--- src/rtl/marco_polo_pkg.sv ---
// Shared definitions for the MARCO/POLO link: responder FSM states and the reply text.
package marco_polo_pkg;

    // Responder FSM states; explicit 3-bit encoding keeps the state register width fixed.
    typedef enum logic [2:0] {
        S_IDLE      = 3'd0,
        S_START     = 3'd1,
        S_WAIT_ACK  = 3'd2,
        S_WAIT_DONE = 3'd3,
        S_GAP       = 3'd4
    } polo_state_e;

    // Number of bytes in one reply.
    localparam int REPLY_LEN = 4;

    // ASCII characters shared by the reply text and the comparator's MARCO pattern.
    localparam logic [7:0] CHAR_P = 8'h50;
    localparam logic [7:0] CHAR_O = 8'h4F;
    localparam logic [7:0] CHAR_L = 8'h4C;

    // Reply text, element 0 is sent first: "POLO".
    localparam logic [REPLY_LEN-1:0][7:0] REPLY_TEXT = {CHAR_O, CHAR_L, CHAR_O, CHAR_P};

endpackage

--- src/rtl/reply_rom.sv ---
// Reply text lookup: byte index -> byte to transmit. Kept separate so the text can change
// without touching the sequencing FSM.
module reply_rom
    import marco_polo_pkg::*;
(
    input  logic [1:0] idx_i,
    output logic [7:0] byte_o
);

    assign byte_o = REPLY_TEXT[idx_i];

endmodule

--- src/rtl/polo_responder.sv ---
// POLO responder: turns each match pulse into a four-byte reply sent through the UART
// transmitter's start/busy handshake, queueing a bounded number of further requests.
module polo_responder
    import marco_polo_pkg::*;
#(
    parameter int GAP_CYCLES  = 16,
    parameter int ACK_TIMEOUT = 8,
    parameter int MAX_PENDING = 3
) (
    input  logic       clk,
    input  logic       rst_n,
    input  logic       match,
    input  logic       tx_busy,
    output logic       tx_start,
    output logic [7:0] tx_byte,
    output logic       responding,
    output logic       overflow,
    output logic       ack_error
);

    // Counters are loaded with N-1 so a state holding "count reaches 0" lasts exactly N cycles.
    localparam logic [7:0] GAP_LOAD = (GAP_CYCLES > 0) ? 8'(GAP_CYCLES - 1) : 8'd0;
    localparam logic [7:0] ACK_LOAD = 8'(ACK_TIMEOUT - 1);
    localparam logic [2:0] PEND_MAX = 3'(MAX_PENDING);
    localparam logic [1:0] LAST_IDX = 2'(REPLY_LEN - 1);
    localparam bit         NO_GAP   = (GAP_CYCLES == 0);

    polo_state_e state_q;
    logic [1:0]  idx_q;
    logic [7:0]  gap_cnt_q;
    logic [7:0]  ack_cnt_q;
    logic [2:0]  pending_q;
    logic [2:0]  pending_d;
    logic        overflow_q;
    logic        overflow_d;
    logic        tx_start_q;
    logic [7:0]  tx_byte_q;
    logic        responding_q;
    logic        ack_error_q;

    logic        launch;
    logic        byte_done;
    logic [1:0]  rom_idx;
    logic [7:0]  rom_byte;

    // A reply starts only from IDLE with work queued and the transmitter free.
    assign launch = (state_q == S_IDLE) && (pending_q != 3'd0) && !tx_busy;

    // End of the inter-byte gap; with no gap configured, the busy fall itself ends the byte.
    assign byte_done = ((state_q == S_GAP) && (gap_cnt_q == 8'd0)) ||
                       ((state_q == S_WAIT_DONE) && !tx_busy && NO_GAP);

    // The ROM is addressed with the index of the byte about to be launched, so tx_byte
    // is registered together with tx_start.
    assign rom_idx = (state_q == S_IDLE) ? 2'd0 : idx_q + 2'd1;

    reply_rom u_reply_rom (
        .idx_i  (rom_idx),
        .byte_o (rom_byte)
    );

    // Pending-request counter: saturating increment on match, decrement on launch.
    always_comb begin
        pending_d  = pending_q;
        overflow_d = overflow_q;
        if (launch && !match) begin
            pending_d = pending_q - 3'd1;
        end else if (match && !launch) begin
            if (pending_q == PEND_MAX) begin
                overflow_d = 1'b1;
            end else begin
                pending_d = pending_q + 3'd1;
            end
        end
    end

    // Pending counter and sticky overflow flag registers.
    always_ff @(posedge clk or negedge rst_n) begin
        if (!rst_n) begin
            pending_q  <= 3'd0;
            overflow_q <= 1'b0;
        end else begin
            pending_q  <= pending_d;
            overflow_q <= overflow_d;
        end
    end

    // Reply sequencer FSM with registered handshake and status outputs.
    always_ff @(posedge clk or negedge rst_n) begin
        if (!rst_n) begin
            state_q      <= S_IDLE;
            idx_q        <= 2'd0;
            gap_cnt_q    <= 8'd0;
            ack_cnt_q    <= 8'd0;
            tx_start_q   <= 1'b0;
            tx_byte_q    <= 8'h00;
            responding_q <= 1'b0;
            ack_error_q  <= 1'b0;
        end else begin
            tx_start_q <= 1'b0;
            case (state_q)
                S_IDLE: begin
                    if (launch) begin
                        state_q      <= S_START;
                        idx_q        <= 2'd0;
                        tx_start_q   <= 1'b1;
                        tx_byte_q    <= rom_byte;
                        responding_q <= 1'b1;
                    end
                end
                S_START: begin
                    state_q   <= S_WAIT_ACK;
                    ack_cnt_q <= ACK_LOAD;
                end
                S_WAIT_ACK: begin
                    if (tx_busy) begin
                        state_q <= S_WAIT_DONE;
                    end else if (ack_cnt_q == 8'd0) begin
                        // Transmitter never acknowledged: drop the rest of this reply.
                        state_q      <= S_IDLE;
                        ack_error_q  <= 1'b1;
                        tx_byte_q    <= 8'h00;
                        responding_q <= 1'b0;
                    end else begin
                        ack_cnt_q <= ack_cnt_q - 8'd1;
                    end
                end
                S_WAIT_DONE: begin
                    if (!tx_busy && !NO_GAP) begin
                        state_q   <= S_GAP;
                        gap_cnt_q <= GAP_LOAD;
                    end
                end
                S_GAP: begin
                    if (gap_cnt_q != 8'd0) begin
                        gap_cnt_q <= gap_cnt_q - 8'd1;
                    end
                end
                default: begin
                    state_q      <= S_IDLE;
                    tx_byte_q    <= 8'h00;
                    responding_q <= 1'b0;
                end
            endcase

            // Byte finished: either launch the next byte of the reply or return to IDLE.
            if (byte_done) begin
                if (idx_q < LAST_IDX) begin
                    state_q    <= S_START;
                    idx_q      <= idx_q + 2'd1;
                    tx_start_q <= 1'b1;
                    tx_byte_q  <= rom_byte;
                end else begin
                    state_q      <= S_IDLE;
                    tx_byte_q    <= 8'h00;
                    responding_q <= 1'b0;
                end
            end
        end
    end

    assign tx_start   = tx_start_q;
    assign tx_byte    = tx_byte_q;
    assign responding = responding_q;
    assign overflow   = overflow_q;
    assign ack_error  = ack_error_q;

endmodule
--- config.mk ---
export PLATFORM = sky130hd
export DESIGN_NAME = polo_responder
export DESIGN_NICKNAME = d
export VERILOG_FILES = /design/src/rtl/marco_polo_pkg.sv /design/src/rtl/reply_rom.sv /design/src/rtl/polo_responder.sv
export SDC_FILE = /design/constraint.sdc
export NUM_CORES = 1
export LEC_CHECK = 0
export CELL_PAD_IN_SITES_DETAIL_PLACEMENT = 1
export CELL_PAD_IN_SITES_GLOBAL_PLACEMENT = 1
export CORE_MARGIN = 8
export CORE_UTILIZATION = 46
export CTS_BUF_LIST = sky130_fd_sc_hd__clkbuf_8
export CTS_CLUSTER_SIZE = 40
export DETAILED_ROUTE_END_ITERATION = 8
export GPL_TIMING_DRIVEN = 0
export PLACE_DENSITY_LB_ADDON = 0.1
export SYNTH_ARGS = -nofsm -noshare
export SYNTH_HDL_FRONTEND = slang
export SYNTH_SLANG_ARGS = --single-unit
--- constraint.sdc ---
create_clock -name clk -period 3.34 [get_ports clk]
set_input_delay 0.501 -clock clk [delete_from_list [all_inputs] [get_ports clk]]
set_output_delay 0.501 -clock clk [all_outputs]
set_load 0.01 [all_outputs]
# == Word-level counts from Yosys, hierarchy flattened ==
# Index checks and enable logic that the tools add are counted.
# classes
addsub,5
order_cmp,2
n_eq_ne,17
mux,39
bitwise_logic,2
reduce_logical,24
# ops
op,n
$mux W8,10
$pmux W8 S2,2
$mux W3,8
$pmux W8 S3,1
$bmux W8 S2,1
$logic_not A8 Y1,2
$sub A8 B1 Y8 const B,2
$pmux W3 S5,1
$ne A3 B3 Y1 const B,4
$reduce_and A3 Y1,4
$mux W1,10
$mux W2,5
$ne A2 B2 Y1 const B,5
$eq A3 B2 Y1 const B,3
$reduce_and A4 Y1,2
$reduce_bool A8 Y1,1
$reduce_bool A2 Y1,3
$logic_and A1 B1 Y1,5
$ne A2 B1 Y1 const B,2
$ne A4 B4 Y1 const B,1
$add A3 B1 Y3 const B,1
$eq A3 B1 Y1 const B,1
$eq A3 B3 Y1 const B,1
$logic_not A1 Y1,3
other kinds (10),11
# totals
register_bits,36
in_bits,4
output_inout_bits,12
word_cells,99

# == Depth between registers and ports, before layout ==
# depth
ltp_word,7
ltp_mapped,10
mapped_depth_nobuf,9

# == Hierarchy ==
# From an unflattened synthesis, not the netlist that was laid out.
# hier_totals
cells_unflattened,212
area_unflattened_um2,2080.7
# modules_own_cells
mod,n_inst,cells_per_inst,area_per_inst_um2,seq_area_each_um2
polo_responder,1,202,2018.2,900.9
reply_rom,1,10,62.6,0.0

# == Least setup slack after synthesis ==
# Ideal clock, no wire load.
# synth_timing
path_kind,register -> register
start,register state_q[0]
end,register pending_q[2]
setup_time_ns,0.083
arrival_ns,2.357
required_ns,3.257
slack_ns,0.900
path_stages_with_launch,10
path_buffers,1
period_less_slack_ns,2.440
cell_sequence,dfrtp_1 > clkbuf_1 > nor3_1 > nor3b_4 > ha_1 > inv_1 > fa_1 > a2111oi_0 > a21oi_1 > o21ai_0
# synth_via
elab_chain_len,7
elab_cells_between_ends,10
cone_classes,eq/ne (1); mux (1); reduce/logical (8)
# synth_lines
item,line_no,text
from (decl),polo_responder.sv:28,polo_state_e state_q;
from (signal assigned),polo_responder.sv:91,state_q <= S_IDLE;
from (signal assigned),polo_responder.sv:104,state_q <= S_START;
from (signal assigned),polo_responder.sv:112,state_q <= S_WAIT_ACK;
$logic_not A3 Y1 (*),polo_responder.sv:47,assign launch = (state_q == S_IDLE) && (pending_q != 3'd0) && !tx_busy;
$logic_and A1 B1 Y1 (*) (2 in series),polo_responder.sv:47,
$logic_not A1 Y1,polo_responder.sv:68,end else if (match && !launch) begin
$logic_and A1 B1 Y1,polo_responder.sv:68,
$reduce_bool A2 Y1 (no source line),--,
$reduce_and A2 Y1 (no source line),--,
to (signal assigned),polo_responder.sv:83,pending_q <= pending_d;
to (decl),polo_responder.sv:32,logic [2:0] pending_q;
# Mark *: on every way between the ends. The rest lies on a longest branch, timed or not.
# A chain may end at the register's enable or synchronous reset.

# == Worst setup path in the final report ==
# Ends and elaborated chain as after synthesis.

==> run summary <==
Top Family by Delay on Critical Path -> simple AND/OR/NAND/NOR gates
CP Data Required Time -> 3.55 ns
CP Max Fanout -> 10
dpl ws -> 0.3817 ns
most frequent cells after synthesis -> dfrtp_1 (32), a21oi_1 (13), inv_1 (13), nor2_1 (13)
LEAKAGE -> 0.9512 nW
highest metal used -> met4
Cell Pwr Density -> 767.8 nW/um2
Clock Tree Buf Depth -> 2
Synth area leader -> dfrtp_1
Crit Path Category -> reg2reg
synth top area cells -> dfrtp_1 (45%), ha_1 (4.9%), a21oi_1 (3.7%)
placed insts -> 240
Inserted Clock Buffers -> 5
DRC viols -> 0
Post-DP HPWL -> 3155 um
Routability Congestion -> 0.7564
core area -> 3689 um2
share of layout cells above drive strength 1 -> 15.00%
met1 WL -> 1782 um
htree depth -> 2
Die Y -> 78.13 um
Syn. warnings -> 0
Vias/cell -> 5.762
critical path startpoint category -> flip-flop
Crit path arrival time -> 3.10 ns
vias in the first global route -> 1541
fmax -> 346.2 MHz
Iteration-0 DRC Markers -> 36
FP Rows -> 22
initial antenna violation count -> 0
cell with the most instances after synthesis -> dfrtp_1
FF+latch count, synth -> 32
antenna viol nets, final -> 0
Layout area overhead -> 17.20%
Worst-Skew Late Latency -> 0.29 ns
share of the synthesized area in the top cell type -> 45.10%
CP max stage delay -> 0.42 ns
worst hold path type -> in2async
num ports -> 16
first-pass GRT wire length -> 7320 um
# diodes -> 0
routed wire length -> 4200 um
Clock Sinks -> 32
Fin. Hold Viols -> 0
Post-synth ARST share -> 100.0%
fill count -> 411
Critical Path, Cell by Cell -> clkbuf_1 > nor3_1 > nor3b_4 > ha_1 > inv_1 > fa_1 > a2111oi_0 > a21oi_1 > o21ai_0
Tcrit/Tclk final -> 86.47%
I/O Buffers -> 12
unique cell type count in the Yosys netlist -> 53
final setup violation count -> 0
CTS Root Cell -> clkbuf_8
CP Buf/Inv Count -> 2
# nets final -> 211
via count -> 1429
# hold bufs at CTS -> 0
Mapped Avg Cell Area -> 9.919 um2
CTS tree -> built
grt ovf -> 0
status -> finished, final reports clean
drt first pass iters -> 4
Final Instance Count excl. Fillers -> 248
CP max-delay cell -> fa_1
VDD IR max -> 0.0003065 V
final worst slack -> 0.4519 ns
number of synthesized flops with an enable pin -> 0
GRT Resource Usage Total -> 14.69%
postcts setup bufs -> 0
Final Critical Period -> 2.888 ns
post_cts resized -> 0
# Max-Cap Violations -> 0
CP Capture Type -> flip-flop
Fin Setup TNS -> 0 ns
register area share after synthesis -> 45.10%
starting density of the core -> 48.13%
fin. max-slew vios -> 0
dominant synthesized flop cell -> dfrtp_1
routed len/inst -> 16.94 um
unrepaired setup endpoints after global routing -> false
max_slew headroom -> 39.74%
Die W -> 78.13 um
Synth Instances -> 179
met2 WL post-DR -> 2192 um
routed length on met3 -> 135 um
Reg clk slew, reported paths -> 0.07 ns
Slew @ Worst Pin -> 0.9019 ns
setup skew after layout -> 0.009391 ns
Post-Syn Area -> 1775 um2
largest net degree at the start of global routing -> 33
Die ar. -> 6104 um2
[power by group]
group | switching [W] | internal (W)
registers | 0.000109 | 0.000495
clock network | 0.000146 | 0.000263
logic | 0.000332 | 0.000252
total | 0.000587 | 0.00101
[path summary, 6_finish.rpt]
check / startpoint / endpoint / slack [ns] / depth (start not counted)
setup / recovery: state_q[0]$_DFFE_PN0P_ / pending_q[2]$_DFFE_PN0P_ / 0.45 / 9
hold / removal: rst_n / ack_cnt_q[7]$_DFFE_PN0P_ / 0.26 / 1
setup reg to reg: state_q[0]$_DFFE_PN0P_ / pending_q[2]$_DFFE_PN0P_ / 0.45 / 9
hold reg to reg: ack_error$_DFFE_PN0P_ / ack_error$_DFFE_PN0P_ / 0.47 / 1
max in group asynchronous: rst_n / gap_cnt_q[1]$_DFFE_PN0P_ / 2.62 / 1
min in group clk: ack_error$_DFFE_PN0P_ / ack_error$_DFFE_PN0P_ / 0.47 / 1
[flip-flops by register name, summed over array words and instances, names as in the netlist, 2 cells and up]
signal and flops:
idx_q 2, state_q 3, gap_cnt_q 8, tx_byte 4, pending_q 3, ack_cnt_q 8
[through the flow]
step           power [W]  hold WS [ns]  instance area (um2)  utilization (%)
5_1_grt         0.001719        0.3223                 2081            56.41
2_1_floorplan  0.0009924        0.2054                 1779                -
3_3_place_gp    0.001155        0.4535                 1959            53.12
3_5_place_dp    0.001201        0.4597                 1954            52.99
6_report        0.001598        0.2566                 2081            56.41
4_1_cts         0.001617        0.2881                 2081            56.41
[cell families after synthesis]
| kind of cell | after synthesis | share of synthesized area, % |
|---|---|---|
| xor+xnor | 4 | 1.974 |
| simple gates | 63 | 22.06 |
| other cells | 1 | 0.2112 |
| flops | 32 | 45.10 |
| compound gates | 47 | 17.83 |
| fa+ha+maj | 8 | 6.060 |
| buf+inv | 22 | 5.638 |
| mux | 2 | 1.128 |
[final cells by class]
cell class | count | area, um2 | share of cell area, %
Sequential cell | 32 | 800.8 | 38.48
Tap cell | 48 | 60.06 | 2.886
Clock buffer | 7 | 96.34 | 4.630
Inverter | 13 | 48.80 | 2.345
Timing Repair Buffer | 12 | 115.1 | 5.532
Multi-Input combinational cell | 126 | 878.3 | 42.21
Buffer | 9 | 51.30 | 2.465
Clock inverter | 1 | 30.03 | 1.443
[cell usage in the layout (no fill, tap or decap), types with 2 or more instances in the layout]
master           netlist  routed
a21o_1                 3       3
a21oi_1               13      13
a22o_1                 2       2
a311oi_1               2       2
a31o_2                 2       2
a31oi_1                3       3
buf_2                  2       3
buf_4                  4       4
clkbuf_1               2       2
clkbuf_8               0       7
clkdlybuf4s50_1        0      11
conb_1                 1       2
dfrtp_1               32      32
ha_1                   7       7
inv_1                 13      13
mux2i_1                2       2
nand2_1               10      10
nand2b_1               2       2
nor2_1                13      13
nor3_1                10      10
nor3b_1                3       3
nor4_1                 4       4
o21a_1                 2       2
o21ai_0                7       7
o31ai_1                2       2
or3b_2                 5       5
or4_1                  2       2
or4_4                  2       2
xor2_1                 3       3
[layer usage]
layer / vias up / track usage, %
li1: 688 / -
met1: 712 / 16.45
met2: 18 / 25.93
met3: 11 / 4.328
met4: 0 / 5.000
met5: - / 0
(Power assumes the default switching activity.)
